===== config.mk =====
export PLATFORM = sky130hd
export DESIGN_NAME = sample_scheduler
export DESIGN_NICKNAME = d
export VERILOG_FILES = /design/src/rtl/sample_scheduler_pkg.sv /design/src/rtl/sample_tick_gen.sv /design/src/rtl/sample_scheduler.sv
export SDC_FILE = /design/constraint.sdc
export NUM_CORES = 1
export LEC_CHECK = 0
export ABC_AREA = 1
export CAP_MARGIN = 20
export CORE_MARGIN = 4
export CORE_UTILIZATION = 45
export CTS_CLUSTER_SIZE = 16
export DETAILED_ROUTE_END_ITERATION = 7
export PLACE_DENSITY_LB_ADDON = 0.25
export SLEW_MARGIN = 0
export SYNTH_ARGS = -nofsm -noshare
export SYNTH_HDL_FRONTEND = slang
export SYNTH_SLANG_ARGS = --single-unit

===== constraint.sdc =====
create_clock -name Clk_CI -period 1.95 [get_ports Clk_CI]
set_input_delay 0.2925 -clock Clk_CI [delete_from_list [all_inputs] [get_ports Clk_CI]]
set_output_delay 0.2925 -clock Clk_CI [all_outputs]
set_load 0.02 [all_outputs]

===== src/rtl/sample_scheduler_pkg.sv =====
// Shared widths, FSM encoding and helpers for the sample_scheduler block.
package sample_scheduler_pkg;

  localparam int RAW_WIDTH       = 8;
  localparam int INPUT_CHANNELS  = 4;
  localparam int MODE_WIDTH      = 2;
  localparam int LABEL_WIDTH     = 4;
  localparam int RAW_BUS_WIDTH   = RAW_WIDTH * INPUT_CHANNELS;
  localparam int SCHED_OVF_WIDTH = 16;

  typedef enum logic {
    SCHED_IDLE = 1'b0,
    SCHED_HOLD = 1'b1
  } sched_state_e;

  typedef struct packed {
    logic [RAW_BUS_WIDTH-1:0] raw;
    logic [MODE_WIDTH-1:0]    mode;
    logic [LABEL_WIDTH-1:0]   label;
  } sample_t;

  function automatic int ceil_log2(input int value);
    int bits;
    bits = 0;
    while ((1 << bits) < value) bits++;
    return bits;
  endfunction

endpackage


===== src/rtl/sample_tick_gen.sv =====
// Sample-rate strobe: one tick every CLK_PER_SAMPLE enabled cycles, cleared while disabled.
module sample_tick_gen
  import sample_scheduler_pkg::*;
#(
  parameter int CLK_PER_SAMPLE = 10
) (
  input  logic Clk_CI,
  input  logic Reset_RI,
  input  logic Enable_SI,
  output logic Tick_SO
);

  localparam int CNT_W = ceil_log2(CLK_PER_SAMPLE);
  localparam logic [CNT_W-1:0] TERMINAL = CNT_W'(CLK_PER_SAMPLE - 1);

  logic [CNT_W-1:0] count;

  // NOTE: non-blocking assignments so every register samples pre-edge values.
  always_ff @(posedge Clk_CI or posedge Reset_RI) begin
    if (Reset_RI) begin
      count <= '0;
    end else if (!Enable_SI || count == TERMINAL) begin
      count <= '0;
    end else begin
      count <= count + CNT_W'(1);
    end
  end

  assign Tick_SO = Enable_SI && (count == TERMINAL);

endmodule


===== src/rtl/sample_scheduler.sv =====
// Captures one sample per tick and offers it to the encoder over valid/ready, counting overruns.
// Optional SAMPLE_SCHED_SKID_EN adds a one-entry skid register in front of the overrun path.
module sample_scheduler
  import sample_scheduler_pkg::*;
#(
  parameter int CLK_PER_SAMPLE = 10,
  parameter int OVF_WIDTH      = SCHED_OVF_WIDTH
) (
  input  logic                     Clk_CI,
  input  logic                     Reset_RI,
  input  logic                     Enable_SI,
  input  logic [RAW_BUS_WIDTH-1:0] Raw_DI,
  input  logic [MODE_WIDTH-1:0]    ModeIn_SI,
  input  logic [LABEL_WIDTH-1:0]   LabelIn_DI,
  input  logic                     ReadyIn_SI,
  output logic                     ValidOut_SO,
  output logic [RAW_BUS_WIDTH-1:0] Raw_DO,
  output logic [MODE_WIDTH-1:0]    ModeOut_SO,
  output logic [LABEL_WIDTH-1:0]   LabelOut_DO,
  output logic                     Tick_SO,
  output logic [OVF_WIDTH-1:0]     OverrunCnt_DO
);

  logic                 tick;
  sched_state_e         state, state_next;
  sample_t              live, held, held_next;
  logic                 overrun;
  logic [OVF_WIDTH-1:0] ovf_cnt;
`ifdef SAMPLE_SCHED_SKID_EN
  sample_t              skid, skid_next;
  logic                 skid_full, skid_full_next;
`endif

  sample_tick_gen #(
    .CLK_PER_SAMPLE(CLK_PER_SAMPLE)
  ) u_tick_gen (
    .Clk_CI   (Clk_CI),
    .Reset_RI (Reset_RI),
    .Enable_SI(Enable_SI),
    .Tick_SO  (tick)
  );

  assign live = {Raw_DI, ModeIn_SI, LabelIn_DI};

  // NOTE: every always_comb output gets a default first so no path infers a latch.
  always_comb begin
    state_next = state;
    held_next  = held;
    overrun    = 1'b0;
`ifdef SAMPLE_SCHED_SKID_EN
    skid_next      = skid;
    skid_full_next = skid_full;
`endif
    unique case (state)
      SCHED_IDLE: begin
        if (tick) begin
          held_next  = live;
          state_next = SCHED_HOLD;
        end
      end
      SCHED_HOLD: begin
        // ValidOut_SO is high throughout HOLD, so ReadyIn_SI alone marks the handshake.
`ifdef SAMPLE_SCHED_SKID_EN
        if (ReadyIn_SI) begin
          if (skid_full) begin
            held_next = skid;
            if (tick) skid_next = live;
            else      skid_full_next = 1'b0;
          end else if (tick) begin
            held_next = live;
          end else begin
            state_next = SCHED_IDLE;
          end
        end else if (tick) begin
          if (skid_full) begin
            overrun = 1'b1;
          end else begin
            skid_next      = live;
            skid_full_next = 1'b1;
          end
        end
`else
        if (ReadyIn_SI) begin
          if (tick) held_next  = live;
          else      state_next = SCHED_IDLE;
        end else if (tick) begin
          overrun = 1'b1;
        end
`endif
      end
    endcase
  end

  always_ff @(posedge Clk_CI or posedge Reset_RI) begin
    if (Reset_RI) begin
      state   <= SCHED_IDLE;
      held    <= '0;
      ovf_cnt <= '0;
`ifdef SAMPLE_SCHED_SKID_EN
      skid      <= '0;
      skid_full <= 1'b0;
`endif
    end else begin
      state <= state_next;
      held  <= held_next;
      if (overrun && ovf_cnt != '1) begin
        ovf_cnt <= ovf_cnt + OVF_WIDTH'(1);
      end
`ifdef SAMPLE_SCHED_SKID_EN
      skid      <= skid_next;
      skid_full <= skid_full_next;
`endif
    end
  end

  assign ValidOut_SO   = (state == SCHED_HOLD);
  assign Raw_DO        = held.raw;
  assign ModeOut_SO    = held.mode;
  assign LabelOut_DO   = held.label;
  assign Tick_SO       = tick;
  assign OverrunCnt_DO = ovf_cnt;

endmodule


[After elaboration in Yosys (flattened, before gate mapping)]
Index checks and enable logic that the tools add are counted.
W data, S select, Z words.
Word-level totals
  ROM bits: 0
  word-level logic and storage cells: 25
  output and inout bits: 56
  bits in latches: 0
  memories: 0
  input port bits: 42
  memory bits (writable): 0
  bits in registers: 59
Operators by class
  mux-type cells: 9
  shift operators: 0
  multipliers: 0
  bitwise logic cells: 1
  magnitude comparators: 0
  divide/modulo/power cells: 0
  reduce and logical (&&, ||, !) cells: 4
  equality and inequality tests: 3
  $add $sub $neg: 2
Operator list (number)
  $mux W38: 2
  $pmux W38 S2: 1
  $add A16 B1 Y16 const B: 1
  $ne A16 B16 Y1 const B: 1
  $add A4 B1 Y4 const B: 1
  $eq A4 B4 Y1 const B: 1
  $mux W1: 4
  $mux W4: 1
  $logic_and A1 B1 Y1: 2
  $ne A2 B2 Y1 const B: 1
  $pmux W1 S2: 1
  $logic_not A1 Y1: 1
  $logic_or A1 B1 Y1: 1
  $not A1 Y1: 1

[Longest topological paths before layout]
  word-level depth: 6
  depth in mapped cells: 9
  gate-level depth less buffers: 9

[Modules after synthesis]
From an unflattened synthesis, not the netlist that was laid out.
Second synthesis, totals
  cell total of the unflattened synthesis: 254
  area, all modules: 2662.6 um^2
Modules (own cells, without submodules)
  sample_scheduler: seq. area each 1376.3 um^2, area an instance 2457.4 um^2, instances 1, cells each 231
  sample_tick_gen: seq. area each 100.1 um^2, area an instance 205.2 um^2, instances 1, cells each 23

[Worst setup path after synthesis]
No wires, ideal clock.
  path kind: register to register
  start point: register ovf_cnt[0], in the netlist OverrunCnt_DO[0]
  end point: register ovf_cnt[0], in the netlist OverrunCnt_DO[0]
  clock period less this slack: 1.554 ns
  library setup time: 0.117 ns
  path slack: 0.396 ns
  required time: 1.833 ns
  buffers on the path: 1
  arrival time: 1.438 ns
  cell stages (with the launch flop): 10
  cells stage by stage: dfrtp_1 -> ha_1 -> nand3_2 -> clkinv_1 -> nand2_4 -> nor2_1 -> nor2_2 -> buf_4 -> nand2_1 -> nand2_1
On the way
  longest elaborated chain between the ends: 2
  elaborated cells on any way between the ends: 3
  those cells by class: 1 x add/sub; 1 x eq/ne; 1 x reduce/logical
Ends and longest elaborated chain
  from (decl): RTL line sample_scheduler.sv:28  | logic [OVF_WIDTH-1:0] ovf_cnt;
  from (signal assigned): RTL line sample_scheduler.sv:107  | ovf_cnt <= ovf_cnt + OVF_WIDTH'(1);
  branches (longest 2 deep; another with $add A16 B1 Y16)
Several ways; the timed one is not identified.
A chain may end at the register's enable or synchronous reset.

[Worst setup path after layout]
  start point: register u_tick_gen.count[1]
  end point: output Tick_SO
On the way
  longest elaborated chain between the ends: 2
Ends and longest elaborated chain
  from (decl): RTL line sample_tick_gen.sv:16  | logic [CNT_W-1:0] count;
  from (signal assigned): RTL line sample_tick_gen.sv:25  | count <= count + CNT_W'(1);
  $eq A4 B4 Y1: RTL line sample_tick_gen.sv:29  | assign Tick_SO = Enable_SI && (count == TERMINAL);
  $logic_and A1 B1 Y1: RTL line sample_tick_gen.sv:29
  to (decl): RTL line sample_scheduler.sv:20  | output logic Tick_SO,
Every way passes these cells.

==> impl_results.rst <==
.. list-table::
   :header-rows: 1

   * - Metric
     - Value
   * - Result of the run
     - complete, no violations
   * - Count of inserted antenna diode cells
     - 0
   * - Gate count of the mapped netlist
     - 332
   * - Row count
     - 28
   * - Horizontal die dimension
     - 85.7 um
   * - Clk slew on worst S/H paths
     - 0.07 ns
   * - Share of flip-flops with an asynchronous set or reset
     - 100%
   * - Cells traversed along the worst timing path
     - inv_1 -> ha_1 -> nand4_1 -> inv_2 -> dlygate4sd2_1
   * - Endpoint of the most critical register-to-register path
     - OverrunCnt_DO[7]$_DFFE_PP0P_
   * - Setup repair after global routing missed its margin
     - false
   * - Share of cells above drive strength 1
     - just under 8%
   * - Combinational Power Share
     - between 8 and 9%
   * - Post-Synth Adder-Cell Area
     - 1.38%
   * - Global-route congestion overflow total
     - 0
   * - Maximum Capacitance Violations
     - 0
   * - Total GRT Usage
     - about a fifth
   * - Maximum achievable frequency
     - between 500 and 600 MHz
   * - Hold WC Path Type
     - in2async
   * - Fill cell total of the finished layout
     - ~490
   * - Arrival time reported for the critical path endpoint
     - ~1.5 ns
   * - DP HPWL
     - 4810 um
   * - Starting density of the core
     - 46.2%
   * - Worst Reg2Reg Path Length in Cells
     - 7
   * - Simple-gate share of the synthesized area
     - 36.2%
   * - Fraction of the yosys area taken by sequential cells
     - between 50% and 60%
   * - Leakage power summed over all cells
     - ~0.002 uW
   * - Standard cell with the maximum stage delay on the critical path
     - sky130_fd_sc_hd__dfrtp_1
   * - Accumulated negative setup slack
     - 0 ns
   * - Syn_nets
     - between 300 and 400
   * - DRC viols
     - 0
   * - Sequential share of power
     - between 40% and 50%
   * - WL/cell
     - between 10 and 15 um
   * - Clk sink count
     - about 60
   * - Die H
     - about 86 um
   * - Fraction of the mapped netlist area in compound gates
     - less than 1%
   * - Cell class contributing the biggest share of worst-path delay
     - buffers and inverters
   * - Final hold violation count
     - 0
   * - H-tree depth
     - 3
   * - NumNets Final
     - 479
   * - Latest clock arrival within the worst-skew pair
     - ~0.33 ns
   * - Post-route minimum period
     - roughly 1.8 ns
   * - Post-detailed-route count of antenna-violating nets
     - 0
   * - Detailed Route WL
     - between 6000 and 7000 um
   * - Dominant combinational cell family by area after synthesis
     - simple AND/OR/NAND/NOR gates
   * - Fraction of power spent switching nets
     - roughly a fifth
   * - Number of warnings reported in the yosys synthesis log
     - 0
   * - Post-synth EDFFs
     - 0
   * - Worst IR drop on VDD
     - about 380 uV
   * - Highest fanout seen on the critical path
     - 3
   * - Switching component of the power
     - around 550 uW
   * - Floorplan die area
     - 7350 sq um
   * - Area growth, synth to finish
     - 46.7%
   * - Number of clock buffers inserted by TritonCTS
     - 9
   * - Pwr Density
     - ~650 nW/um^2
   * - Synthesized flop and latch total
     - roughly 60
   * - Setup slack, reg-to-reg
     - between 0.2 and 0.3 ns
   * - Number of search-and-repair iterations in the first detailed-routing pass
     - 4
   * - Wire length of the first global-routing pass
     - 11600 um
   * - Ys flop type
     - sky130_fd_sc_hd__dfrtp_1
   * - Highest cell delay on the worst timing path
     - 0.40 ns
   * - Pin count of the biggest net entering global routing
     - 60
   * - Type of element launching the critical path
     - flip-flop
   * - Setup clock skew after layout
     - between 0.01 and 0.015 ns
   * - Placeable core region
     - between 5000 and 6000 sq um
   * - Avg Vias per Cell
     - approximately 4.9
   * - Transition time of the tightest slew-check pin
     - around 0.57 ns
   * - Routed via count
     - 2527
   * - Number of buffers and inverters on the critical path
     - 3
   * - Multiplexer area fraction after synthesis
     - 0%
   * - Post-synthesis instance area
     - approximately 2700 sq um
   * - Int Power
     - roughly 2000 uW
   * - Clock root buffer
     - sky130_fd_sc_hd__clkbuf_8
   * - Endpoint type of the worst setup path
     - primary output
   * - Reg-to-reg startpoint
     - OverrunCnt_DO[1]$_DFFE_PP0P_
   * - Number of DRC violations after detailed-routing iteration 0
     - 128
   * - Startpoint-to-endpoint class of the critical path
     - reg2out
   * - Number of distinct library cells after synthesis
     - 26
   * - Via count of the first global-routing pass
     - between 2000 and 2500
   * - Number of pins exceeding their max-slew limit in the final report
     - 0
   * - Xor/xnor cell area share of the yosys netlist
     - between 2 and 3%
   * - Utilization after layout
     - around two thirds
   * - Required time at the endpoint of the critical path
     - ~1.7 ns
   * - Setup repair bufs after CTS
     - 0
   * - Number of cells upsized or downsized after cts
     - 1
   * - Clk network pwr share
     - roughly 43%
   * - Final weighted congestion in routability-driven placement
     - between 0.7 and 0.8
   * - Input/output buffers
     - 97
   * - IO Pins
     - 98
   * - Avg Inst Size Synth
     - 8.19 sq um
   * - Slew headroom
     - 61.9%
   * - Clock tree from TritonCTS
     - built
   * - Number of antenna violations at the first check in global routing
     - 0
   * - Share of the clock period used by the worst path after layout
     - approximately 92%
   * - Clock Path Buffers
     - 2
   * - Hold-fix buffers at CTS
     - 0
   * - Count of final setup violators
     - 0
worst max-delay path by stage:
stage,startpoint,end,cells past startpoint
3_3_place_gp,Enable_SI,Tick_SO,4
6_report,u_tick_gen.count[1]$_DFF_PP0_,Tick_SO,5
5_1_grt,u_tick_gen.count[1]$_DFF_PP0_,Tick_SO,5
2_1_floorplan,Reset_RI,LabelOut_DO[0]$_DFFE_PP0P_,1
4_1_cts,u_tick_gen.count[1]$_DFF_PP0_,Tick_SO,5
3_5_place_dp,Enable_SI,Tick_SO,4
area by class of cell:
type | instances | area (sq um) | share of cell area, %
clock buffer | 13 | 159 | 3.99
clock inverter | 2 | 35.0 | 0.879
inverter | 13 | 48.8 | 1.22
multi-input combinational | 246 | 1120 | 28.1
sequential | 59 | 1480 | 37.0
tap | 75 | 93.8 | 2.35
timing repair buffer | 105 | 1050 | 26.5
power by group through the flow:
stage	clock network [uW]	logic, uW	registers (uW)
2_1_floorplan	0	44.3	1310
3_3_place_gp	0	213	1290
3_5_place_dp	0	217	1290
4_1_cts	1120	218	1270
5_1_grt	1180	233	1270
6_report	1100	214	1270
metal layers:
metal / up-vias / GRT usage (%) / wire length (um)
li1: 1247 / - / -
met1: 1192 / 25.4 / 3050
met2: 78 / 32.6 / 3270
met3: 10 / 4.32 / 393
met4: 0 / 8.78 / 105
met5: - / 0 / 0
registers in the layout (all words and copies together), names as in the netlist:
name,cells
ModeOut_SO,2
LabelOut_DO,4
Raw_DO,32
ValidOut_SO,1
u_tick_gen.count,4
OverrunCnt_DO,16
worst min-delay path: stages:
cell and delay [ns]:
sky130_fd_sc_hd__clkdlybuf4s50_1 0.41, sky130_fd_sc_hd__inv_2 0.07, sky130_fd_sc_hd__buf_12 0.29
logic make-up after synthesis:
group | count (synthesis)
fa+ha+maj | 3
buf+inv | 27
simple gates | 231
xor+xnor | 9
compound gates | 3
flops | 59
placed cells by master (no fill, tap or decap):
master,count
sky130_fd_sc_hd__nand2_1,151
sky130_fd_sc_hd__and2b_2,1
sky130_fd_sc_hd__clkinv_2,1
sky130_fd_sc_hd__dfrtp_1,59
sky130_fd_sc_hd__nand3_2,2
sky130_fd_sc_hd__ha_1,3
sky130_fd_sc_hd__o21ai_0,1
sky130_fd_sc_hd__nor2_4,1
sky130_fd_sc_hd__nor2_1,19
sky130_fd_sc_hd__nand3b_1,1
sky130_fd_sc_hd__clkbuf_8,11
sky130_fd_sc_hd__inv_2,3
sky130_fd_sc_hd__nor2_2,3
sky130_fd_sc_hd__xnor2_1,5
sky130_fd_sc_hd__inv_1,9
sky130_fd_sc_hd__dlygate4sd2_1,1
sky130_fd_sc_hd__buf_12,2
sky130_fd_sc_hd__nand4_1,5
sky130_fd_sc_hd__o21ai_1,1
sky130_fd_sc_hd__xor2_1,4
sky130_fd_sc_hd__bufinv_16,1
sky130_fd_sc_hd__buf_4,6
sky130_fd_sc_hd__nand2_4,1
sky130_fd_sc_hd__clkinv_1,1
sky130_fd_sc_hd__o21ai_2,1
sky130_fd_sc_hd__clkbuf_1,2
sky130_fd_sc_hd__clkdlybuf4s50_1,96
sky130_fd_sc_hd__nand2_2,1
sky130_fd_sc_hd__nand3_1,46
per-stage QoR:
step | cell area, sq um | hold WS [ns] | total power [uW] | std cells | setup WS (ns)
2_1_floorplan | 2720 | 0.437 | 1360 | 332 | 0.201
3_3_place_gp | 3790 | 0.452 | 1500 | 498 | 0.0268
3_5_place_dp | 3790 | 0.458 | 1500 | 498 | 0.0399
4_1_cts | 3990 | 0.338 | 2600 | 513 | 0.138
5_1_grt | 3990 | 0.360 | 2680 | 513 | 0.0590
6_report | 3990 | 0.342 | 2570 | 513 | 0.155
cells in the mapped netlist (2+ instances only):
cell type	number	area, sq um
sky130_fd_sc_hd__clkbuf_1	3	11.3
sky130_fd_sc_hd__nand2_1	151	567
sky130_fd_sc_hd__inv_2	2	7.51
sky130_fd_sc_hd__nand3_2	2	20.0
sky130_fd_sc_hd__xor2_1	4	35.0
sky130_fd_sc_hd__inv_1	10	37.5
sky130_fd_sc_hd__buf_2	8	40.0
sky130_fd_sc_hd__nand3_1	46	230
sky130_fd_sc_hd__xnor2_1	5	43.8
sky130_fd_sc_hd__nand4_1	5	31.3
sky130_fd_sc_hd__nor2_1	19	71.3
sky130_fd_sc_hd__nor2_2	3	18.8
sky130_fd_sc_hd__dfrtp_1	59	1480
sky130_fd_sc_hd__ha_1	3	37.5
Note: power is estimated with default switching activity, not from simulation.
